<file path="src/rtl/par_to_serial_if.sv">
// ============================================================================
// Module   : par_to_serial_if
// Purpose  : Word-input handshake and serial-output bundle for par_to_serial.
//            master = word producer / serial consumer, slave = the transmitter.
// Revision : 1.0  initial release
// ============================================================================
`default_nettype none

interface par_to_serial_if #(
  parameter int DATA_WIDTH = 4
);
  logic [DATA_WIDTH-1:0] dataIn;
  logic                  dataValid;
  logic                  dataReady;
  logic                  serialOut;
  logic                  frameStart;
  logic                  busy;

  modport master (
    output dataIn, dataValid,
    input  dataReady, serialOut, frameStart, busy
  );

  modport slave (
    input  dataIn, dataValid,
    output dataReady, serialOut, frameStart, busy
  );
endinterface

`default_nettype wire

</file>
<file path="src/rtl/par_to_serial.sv">
// ============================================================================
// Module   : par_to_serial
// Purpose  : Parallel-to-serial transmitter. One-entry holding buffer feeding
//            an MSB-first shifter, frameStart on each frame's MSB, back-to-back
//            frames with no idle gap.
// Options  : PARITY_EN - append one even-parity bit after each frame's LSB.
// Revision : 1.0  initial release
// ============================================================================
`default_nettype none

module par_to_serial #(
  parameter int DATA_WIDTH = 4
) (
  input  logic            fastClk,
  input  logic            reset,     // asynchronous, active-low
  par_to_serial_if.slave  bus
);

  localparam int                CNT_W    = $clog2(DATA_WIDTH);
  localparam logic [CNT_W-1:0]  CNT_LAST = CNT_W'(DATA_WIDTH - 1);

  typedef enum logic [1:0] {
    IDLE   = 2'd0,
    SHIFT  = 2'd1
`ifdef PARITY_EN
    ,
    PARITY = 2'd2
`endif
  } state_t;

  state_t                 state_q,      state_d;
  logic [DATA_WIDTH-1:0]  buf_q,        buf_d;
  logic                   bufFull_q,    bufFull_d;
  logic [DATA_WIDTH-1:0]  shift_q,      shift_d;
  logic [CNT_W-1:0]       bitCnt_q,     bitCnt_d;
  logic                   serial_q,     serial_d;
  logic                   frameStart_q, frameStart_d;
  logic                   busy_q,       busy_d;
`ifdef PARITY_EN
  logic                   parity_q,     parity_d;
`endif

  logic accept;
  logic load;
  logic endFrame;

  // Next-state logic: FSM sequencing, shifter, buffer and registered outputs.
  always_comb begin
    state_d      = state_q;
    buf_d        = buf_q;
    bufFull_d    = bufFull_q;
    shift_d      = shift_q;
    bitCnt_d     = bitCnt_q;
    serial_d     = serial_q;
    frameStart_d = 1'b0;
    busy_d       = busy_q;
`ifdef PARITY_EN
    parity_d     = parity_q;
`endif
    load         = 1'b0;
    endFrame     = 1'b0;
    accept       = bus.dataValid & ~bufFull_q;

    case (state_q)
      IDLE: begin
        serial_d = 1'b0;
        busy_d   = 1'b0;
        load     = bufFull_q;
      end
      SHIFT: begin
        if (bitCnt_q != '0) begin
          // shift_q[MSB] is the bit currently on the line
          shift_d  = shift_q << 1;
          serial_d = shift_q[DATA_WIDTH-2];
          bitCnt_d = bitCnt_q - 1'b1;
        end else begin
`ifdef PARITY_EN
          state_d  = PARITY;
          serial_d = parity_q;
`else
          endFrame = 1'b1;
`endif
        end
      end
`ifdef PARITY_EN
      PARITY: endFrame = 1'b1;
`endif
      default: state_d = IDLE;
    endcase

    // A waiting word chains straight into the next frame; otherwise go quiet.
    if (endFrame) begin
      if (bufFull_q) begin
        load = 1'b1;
      end else begin
        state_d  = IDLE;
        serial_d = 1'b0;
        busy_d   = 1'b0;
      end
    end

    if (load) begin
      shift_d      = buf_q;
      serial_d     = buf_q[DATA_WIDTH-1];
      frameStart_d = 1'b1;
      busy_d       = 1'b1;
      bitCnt_d     = CNT_LAST;
      state_d      = SHIFT;
`ifdef PARITY_EN
      parity_d     = ^buf_q;
`endif
    end

    // Shifter takes the old buffered word before a same-edge accept refills it.
    if (accept) begin
      buf_d = bus.dataIn;
    end
    bufFull_d = accept | (bufFull_q & ~load);
  end

  // State register with asynchronous active-low reset.
  always_ff @(posedge fastClk or negedge reset) begin
    if (!reset) begin
      state_q      <= IDLE;
      buf_q        <= '0;
      bufFull_q    <= 1'b0;
      shift_q      <= '0;
      bitCnt_q     <= '0;
      serial_q     <= 1'b0;
      frameStart_q <= 1'b0;
      busy_q       <= 1'b0;
`ifdef PARITY_EN
      parity_q     <= 1'b0;
`endif
    end else begin
      state_q      <= state_d;
      buf_q        <= buf_d;
      bufFull_q    <= bufFull_d;
      shift_q      <= shift_d;
      bitCnt_q     <= bitCnt_d;
      serial_q     <= serial_d;
      frameStart_q <= frameStart_d;
      busy_q       <= busy_d;
`ifdef PARITY_EN
      parity_q     <= parity_d;
`endif
    end
  end

  assign bus.dataReady  = ~bufFull_q;
  assign bus.serialOut  = serial_q;
  assign bus.frameStart = frameStart_q;
  assign bus.busy       = busy_q;

endmodule

`default_nettype wire

</file>
<file path="src/flat_wrapper.sv">
// flat-port wrapper written by rule: the top's interface ports become plain ports
module par_to_serial_flat 
#(
  parameter int DATA_WIDTH = 4
)
  (fastClk, reset, bus_dataIn, bus_dataValid, bus_dataReady, bus_serialOut, bus_frameStart, bus_busy);
  par_to_serial_if #(.DATA_WIDTH(DATA_WIDTH)) bus_i ();
  input  logic fastClk;
  input  logic reset;
  input wire logic [$bits(bus_i.dataIn)-1:0] bus_dataIn;
  input wire logic [$bits(bus_i.dataValid)-1:0] bus_dataValid;
  output wire logic [$bits(bus_i.dataReady)-1:0] bus_dataReady;
  output wire logic [$bits(bus_i.serialOut)-1:0] bus_serialOut;
  output wire logic [$bits(bus_i.frameStart)-1:0] bus_frameStart;
  output wire logic [$bits(bus_i.busy)-1:0] bus_busy;
  assign bus_i.dataIn = bus_dataIn;
  assign bus_i.dataValid = bus_dataValid;
  assign bus_dataReady = bus_i.dataReady;
  assign bus_serialOut = bus_i.serialOut;
  assign bus_frameStart = bus_i.frameStart;
  assign bus_busy = bus_i.busy;
  par_to_serial #(.DATA_WIDTH(DATA_WIDTH)) u_core (.fastClk(fastClk), .reset(reset), .bus(bus_i));
endmodule
</file>
<file path="config.mk">
export PLATFORM = sky130hd
export DESIGN_NAME = par_to_serial_flat
export DESIGN_NICKNAME = d
export VERILOG_FILES = /design/src/rtl/par_to_serial_if.sv /design/src/rtl/par_to_serial.sv /design/src/flat_wrapper.sv
export SDC_FILE = /design/constraint.sdc
export NUM_CORES = 1
export LEC_CHECK = 0
export ABC_AREA = 1
export BUFFER_PORTS_ARGS = -buffer_cell sky130_fd_sc_hd__buf_2
export CORE_UTILIZATION = 25
export CTS_CLUSTER_DIAMETER = 50
export CTS_CLUSTER_SIZE = 28
export DETAILED_ROUTE_END_ITERATION = 6
export HOLD_SLACK_MARGIN = 0.05
export PLACE_DENSITY = 0.47
export SLEW_MARGIN = 25
export SYNTH_ARGS = -nofsm -noshare
export SYNTH_HDL_FRONTEND = slang
export SYNTH_SLANG_ARGS = --single-unit
</file>
<file path="constraint.sdc">
create_clock -name fastClk -period 1.15 [get_ports fastClk]
set_input_delay 0.2875 -clock fastClk [delete_from_list [all_inputs] [get_ports fastClk]]
set_output_delay 0.2875 -clock fastClk [all_outputs]
set_load 0.01 [all_outputs]
</file>
==> results of run 1 <==
[routing by layer]
metal  GRT usage (%)  up-vias
li1                -      290
met1            14.0      250
met2            16.0       13
met3            3.74        2
met4            6.58        0
met5               0        -
[state kept, by name (all words and copies together), names as in the netlist]
name / count
u_core.bitCnt_q: 2
u_core.bufFull_q: 1
u_core.buf_q: 4
u_core.bus.busy: 1
u_core.bus.frameStart: 1
u_core.bus.serialOut: 1
u_core.shift_q: 3
u_core.state_q: 2
[layout make-up]
class                   count  area, sq um
clock buffers               4         26.3
flip-flops and latches     15          377
multi-input cells          49          287
repair buffers             24          168
well taps                  30         37.5
inverters                  11         48.8
fillers                   256         1560
[metrics by stage]
stage	hold WS, ns	cells
floorplan	-0.00809	75
global placement	0.221	123
detailed placement	0.216	123
CTS	0.221	130
global route	0.225	133
finish	0.233	133
[power groups by stage]
stage	registers (mW)	clock network, mW	logic [mW]
floorplan	0.876	0	0.464
global placement	0.871	0	0.802
detailed placement	0.868	0	0.790
CTS	0.843	0.319	0.961
global route	0.882	0.337	1.24
finish	0.849	0.300	1.12
[worst paths after layout]
check	startpoint	to	slack, ns	cells past startpoint
min in group asynchronous	reset	u_core.buf_q[0]	0.44	2
min reg2reg	u_core.buf_q[0]	u_core.buf_q[0]	0.48	2
max in group asynchronous	reset	u_core.bufFull_q	0.44	2
max reg2reg	u_core.bitCnt_q[0]	u_core.shift_q[2]	0.01	8
min	bus_dataIn[0]	u_core.buf_q[0]	0.23	3
max	u_core.bufFull_q	bus_dataReady	-0.003	2
[cells in the mapped netlist]
| cell | instances | area, sq um |
|---|---|---|
| nand2_1 | 22 | 82.6 |
| dfrtp_1 | 15 | 375 |
| inv_1 | 9 | 33.8 |
| nand3_1 | 6 | 30.0 |
| o21ai_0 | 5 | 25.0 |
| a21oi_1 | 3 | 15.0 |
| nor2_1 | 3 | 11.3 |
| inv_2 | 2 | 7.51 |
| nand4_1 | 2 | 12.5 |
| conb_1 | 1 | 3.75 |
| ha_1 | 1 | 12.5 |
| nand2_4 | 1 | 11.3 |
| nand3_2 | 1 | 10.0 |
| nor2_2 | 1 | 6.26 |
| nor2_4 | 1 | 11.3 |
| nor3_1 | 1 | 5.00 |
| o21ai_2 | 1 | 8.76 |
[kinds of logic (layout without fill, tap and decap cells)]
group                      count (synthesis)  after routing  share of synthesized area, %
and+or+nand+nor                           38             38                          27.2
buffers and inverters                     11             39                          6.24
adders and majority gates                  1              1                          1.89
other                                      1              1                         0.567
AOI/OAI and AO/OA                          9              9                          7.37
DFF                                       15             15                          56.7
[tightest hold or removal path, delay by kind of cell]
family        cells  cell delay, ns
simple gates      2            0.12
buf+inv           1            0.08
[what timing repair did]
item / 4_1_cts / 5_1_grt
hold buffers: 1 / 0
endpoints found under the hold margin: 15 / 0
pin swaps: 1 / 3
gates resized for setup: 7 / 13
buffers inserted: 2 / 3
endpoints found under the setup margin: 10 / 10
==> results.cfg, run 1 <==
[finish]
fin_nets = 112
layout-drive-gt1-share_pct = 41.7
stdcell_area_sq_um = 943
fin_util_pct = 37.7
diodes = 0
final_common_cell = nand2_1
mostFrequentLayoutCells = nand2_1, dfrtp_1, buf_4
syn2layout_area_growth_pct = 42.5

[grt]
grt_usage_pct = 11.1
grt_pass1_wl_um = 2190
grt_max_degree = 16
grt_overflow = 0
grt_pass1_vias = 511
antenna_found_initial = 0

[routing]
num_vias = 555
firstDrtPassIters = 4
wl_met3_um = 65
wl_met2_um = 614
dr.max_layer_used = met4
viasPerCell = 4.17
drt_drc_violations_left = 0
postRouteAntennaNets = 0
drt_iter0_markers = 7
wire_per_inst_um = 9.92
drt-total-wl_um = 1320
met1_length_um = 629

[yosys]
yosysUniqueCellTypes = 17
synthesis.instances = 75
syn-num-nets = 83
avgSynthCellArea_sq_um = 8.83
synth_seq_cells = 15
ys_seq_area_share_pct = 56.7
syn-cell-area_sq_um = 662
yosys_warnings = 0

[die]
ios = 11
coreArea_sq_um = 2500
row_count = 18
die_h_um = 53.5
die_w_um = 53.5
dieArea_sq_um = 2860
initial_utilization_pct = 26.5

[critical_path]
cp_cell_sequence = inv_4 -> buf_6
crit_slowest_cell = dfrtp_2
path_buf_inv = 2
cp_data_arrival_time_ns = 0.87
cpPeakStageDelay_ns = 0.43
critPathTopFamily = flip-flops
cp_max_fo = 2
crit_path_start_kind = flip-flop
crit_type = flip-flop to primary output
crit_required_ns = 0.86
end_kind = primary output

[flow_run]
cap_violations = 0

[timing]
fin_ws_ns = -0.00255
period_share_pct = 100
rsz0062_at_grt = true
finalClockSkew_ns = 0.00109
finalHoldViolCount = 0
max_freq_mhz = 868
tns_ns = -0.00255
finalMaxSlewViolations = 0
min_period_ns = 1.15
final-setup-viol-count = 1

[power_and_ir_drop]
power.share.combinational_pct = 49.3
p_leak_nw = 0.489
power_frac_seq_pct = 37.4
power_density_nw_per_um2 = 2400
p_total_mw = 2.27
p_int_mw = 1.41
p_clk_share_pct = 13.2
p_sw_share_pct = 37.7
ir_drop_v = 0.000948
power_switching_mw = 0.854

[placement]
post_dp_cell_area_sq_um = 815
dp_hpwl_um = 915
placement.io_buffers = 10
gp_congestion = 0.819
post-place-ws_ns = -0.0800

[clock_network]
insertion_delay_ns = 0.28
clock_path_buffers = 2
clock-root-buffer = clkbuf_4
cts_max_level = 1
cts_tree = yes
cts_sinks = 15
path_clk_slew_ns = 0.09
cts_buffers = 3

[hold_path]
hold_class = input pin to flip-flop

[status]
violations = negative setup slack
outcome = finished with violations
Power figures use the tool's default switching activity.
==> run 2: changes to the inputs <==
--- a/config.mk
+++ b/config.mk
@@ -7,12 +7,13 @@
 export LEC_CHECK = 0
 export ABC_AREA = 1
 export BUFFER_PORTS_ARGS = -buffer_cell sky130_fd_sc_hd__buf_2
-export CORE_UTILIZATION = 25
+export CORE_UTILIZATION = 32
 export CTS_CLUSTER_DIAMETER = 50
 export CTS_CLUSTER_SIZE = 28
 export DETAILED_ROUTE_END_ITERATION = 6
+export GPL_TIMING_DRIVEN = 1
 export HOLD_SLACK_MARGIN = 0.05
-export PLACE_DENSITY = 0.47
+export PLACE_DENSITY = 0.56
 export SLEW_MARGIN = 25
 export SYNTH_ARGS = -nofsm -noshare
 export SYNTH_HDL_FRONTEND = slang
==> results.cfg, run 2 (synthesis gave the netlist of run 1 again) <==
[finish]
fin_util_pct = 46.5
layout-drive-gt1-share_pct = 43.9
stdcell_area_sq_um = 912
final_common_cell = nand2_1
largest_reg_flops = 4
fin_nets = 107
mostFrequentLayoutCells = nand2_1, dfrtp_1, buf_2
diodes = 0
final_cells = 125
largest-register = u_core.buf_q
top_regs = u_core.buf_q: 4 flops, u_core.shift_q: 3 flops
syn2layout_area_growth_pct = 37.8

[timing]
max_freq_mhz = 858
finalClockSkew_ns = 0.00341
rsz0062_at_grt = true
period_share_pct = 101
fin_ws_ns = -0.0152
finalMaxSlewViolations = 0
finalHoldViolCount = 0
final-setup-viol-count = 1
min_period_ns = 1.17

[placement]
gp_congestion = 0.721
post_dp_cell_area_sq_um = 788
post-place-ws_ns = -0.0888
placement.io_buffers = 10
placedCellCount = 117
dp_hpwl_um = 889

[clock_network]
clock_path_buffers = 2
cts_max_level = 1
cts_buffers = 3
path_clk_slew_ns = 0.10
clock-root-buffer = clkbuf_4
cts_tree = yes
cts_sinks = 15
insertion_delay_ns = 0.29

[routing]
postRouteAntennaNets = 0
drt_iter0_markers = 2
drt-total-wl_um = 1370
firstDrtPassIters = 4
num_vias = 544
viasPerCell = 4.35
drt_drc_violations_left = 0
wire_per_inst_um = 10.9

[critical_path]
cpPeakStageDelay_ns = 0.44
ff2ff_path_depth = 8
cp_cell_sequence = inv_4 -> buf_6
cp_data_arrival_time_ns = 0.88
crit_path_start_kind = flip-flop
cp_max_fo = 2
crit_required_ns = 0.86
crit_type = flip-flop to primary output
crit_slowest_cell = dfrtp_2
end_kind = primary output

[grt]
grt_overflow = 0
grt_max_degree = 16
grt_pass1_wl_um = 2170
grt_pass1_vias = 529
grt_usage_pct = 14.7
antenna_found_initial = 0

[die]
coreArea_sq_um = 1960
die_w_um = 47.5
ios = 11
dieArea_sq_um = 2250
die_h_um = 47.5
row_count = 16
initial_utilization_pct = 33.7

[hold_path]
hold_class = input pin to flip-flop
min_path_cells = 3

[power_and_ir_drop]
ir_drop_v = 0.00102
power_density_nw_per_um2 = 2430
p_leak_nw = 0.467

[flow_run]
cap_violations = 0

[status]
outcome = finished with violations
violations = negative setup slack
run 2: changes by cell type in the layout (fill, tap and decap cells not counted), moves of 2 or more:
cell | before | now
buf_4 | 12 | 8
nand2_1 | 20 | 18
nand2_2 | 1 | 3
o21ai_0 | 2 | 0
run 2: per-layer routing:
| metal | part of all wire [%] | track usage, % |
|---|---|---|
| met1 | 44 | 17.3 |
| met2 | 50 | 23.6 |
| met3 | 2.8 | 2.64 |
| met4 | 3.5 | 11.4 |
| met5 | 0 | 0 |
run 2: worst max-delay path, delay by kind of cell (launching register included):
kind | cells | cell delay, ns
buffers and inverters | 2 | 0.15
flip-flops | 1 | 0.44
run 2: final timing paths:
path                                         start                end  slack, ns
worst max-delay path              u_core.bufFull_q      bus_dataReady      -0.02
worst min-delay path                 bus_dataIn[0]    u_core.buf_q[0]       0.22
worst max register to register  u_core.bitCnt_q[0]  u_core.shift_q[1]       0.01
worst min register to register     u_core.bus.busy    u_core.bus.busy       0.49
max in group asynchronous                    reset   u_core.bufFull_q       0.46
min in group asynchronous                    reset    u_core.bus.busy       0.42
run 2: repair_timing:
action	in CTS	in global routing
pin swaps	4	5
endpoints found under the setup margin	9	10
resized for setup	14	10
hold buffers	1	0
setup buffers	3	0
hold endpoints to repair	15	0
run 2: power breakdown:
| part | total [mW] | internal, mW | switching [mW] |
|---|---|---|---|
| sequential | 0.858 | 0.742 | 0.116 |
| combinational | 1.04 | 0.467 | 0.575 |
| clock | 0.321 | 0.133 | 0.189 |
run 2: layout make-up:
| class | instances | area (sq um) |
|---|---|---|
| repair buffers | 19 | 126 |
| well taps | 27 | 33.8 |
| clock buffers | 3 | 22.5 |
| fillers | 220 | 1050 |
| flip-flops and latches | 15 | 377 |
| multi-input cells | 49 | 297 |
| inverters | 11 | 48.8 |
| clock inverters | 1 | 7.51 |
run 2: per-stage QoR:
step	hold WS, ns	setup TNS [ns]	power, mW
2_1_floorplan	-0.00809	0	1.34
3_3_place_gp	0.211	-0.297	1.62
3_5_place_dp	0.209	-0.459	1.63
4_1_cts	0.216	-0.0266	2.16
5_1_grt	0.244	-0.381	2.42
6_report	0.218	-0.0152	2.22
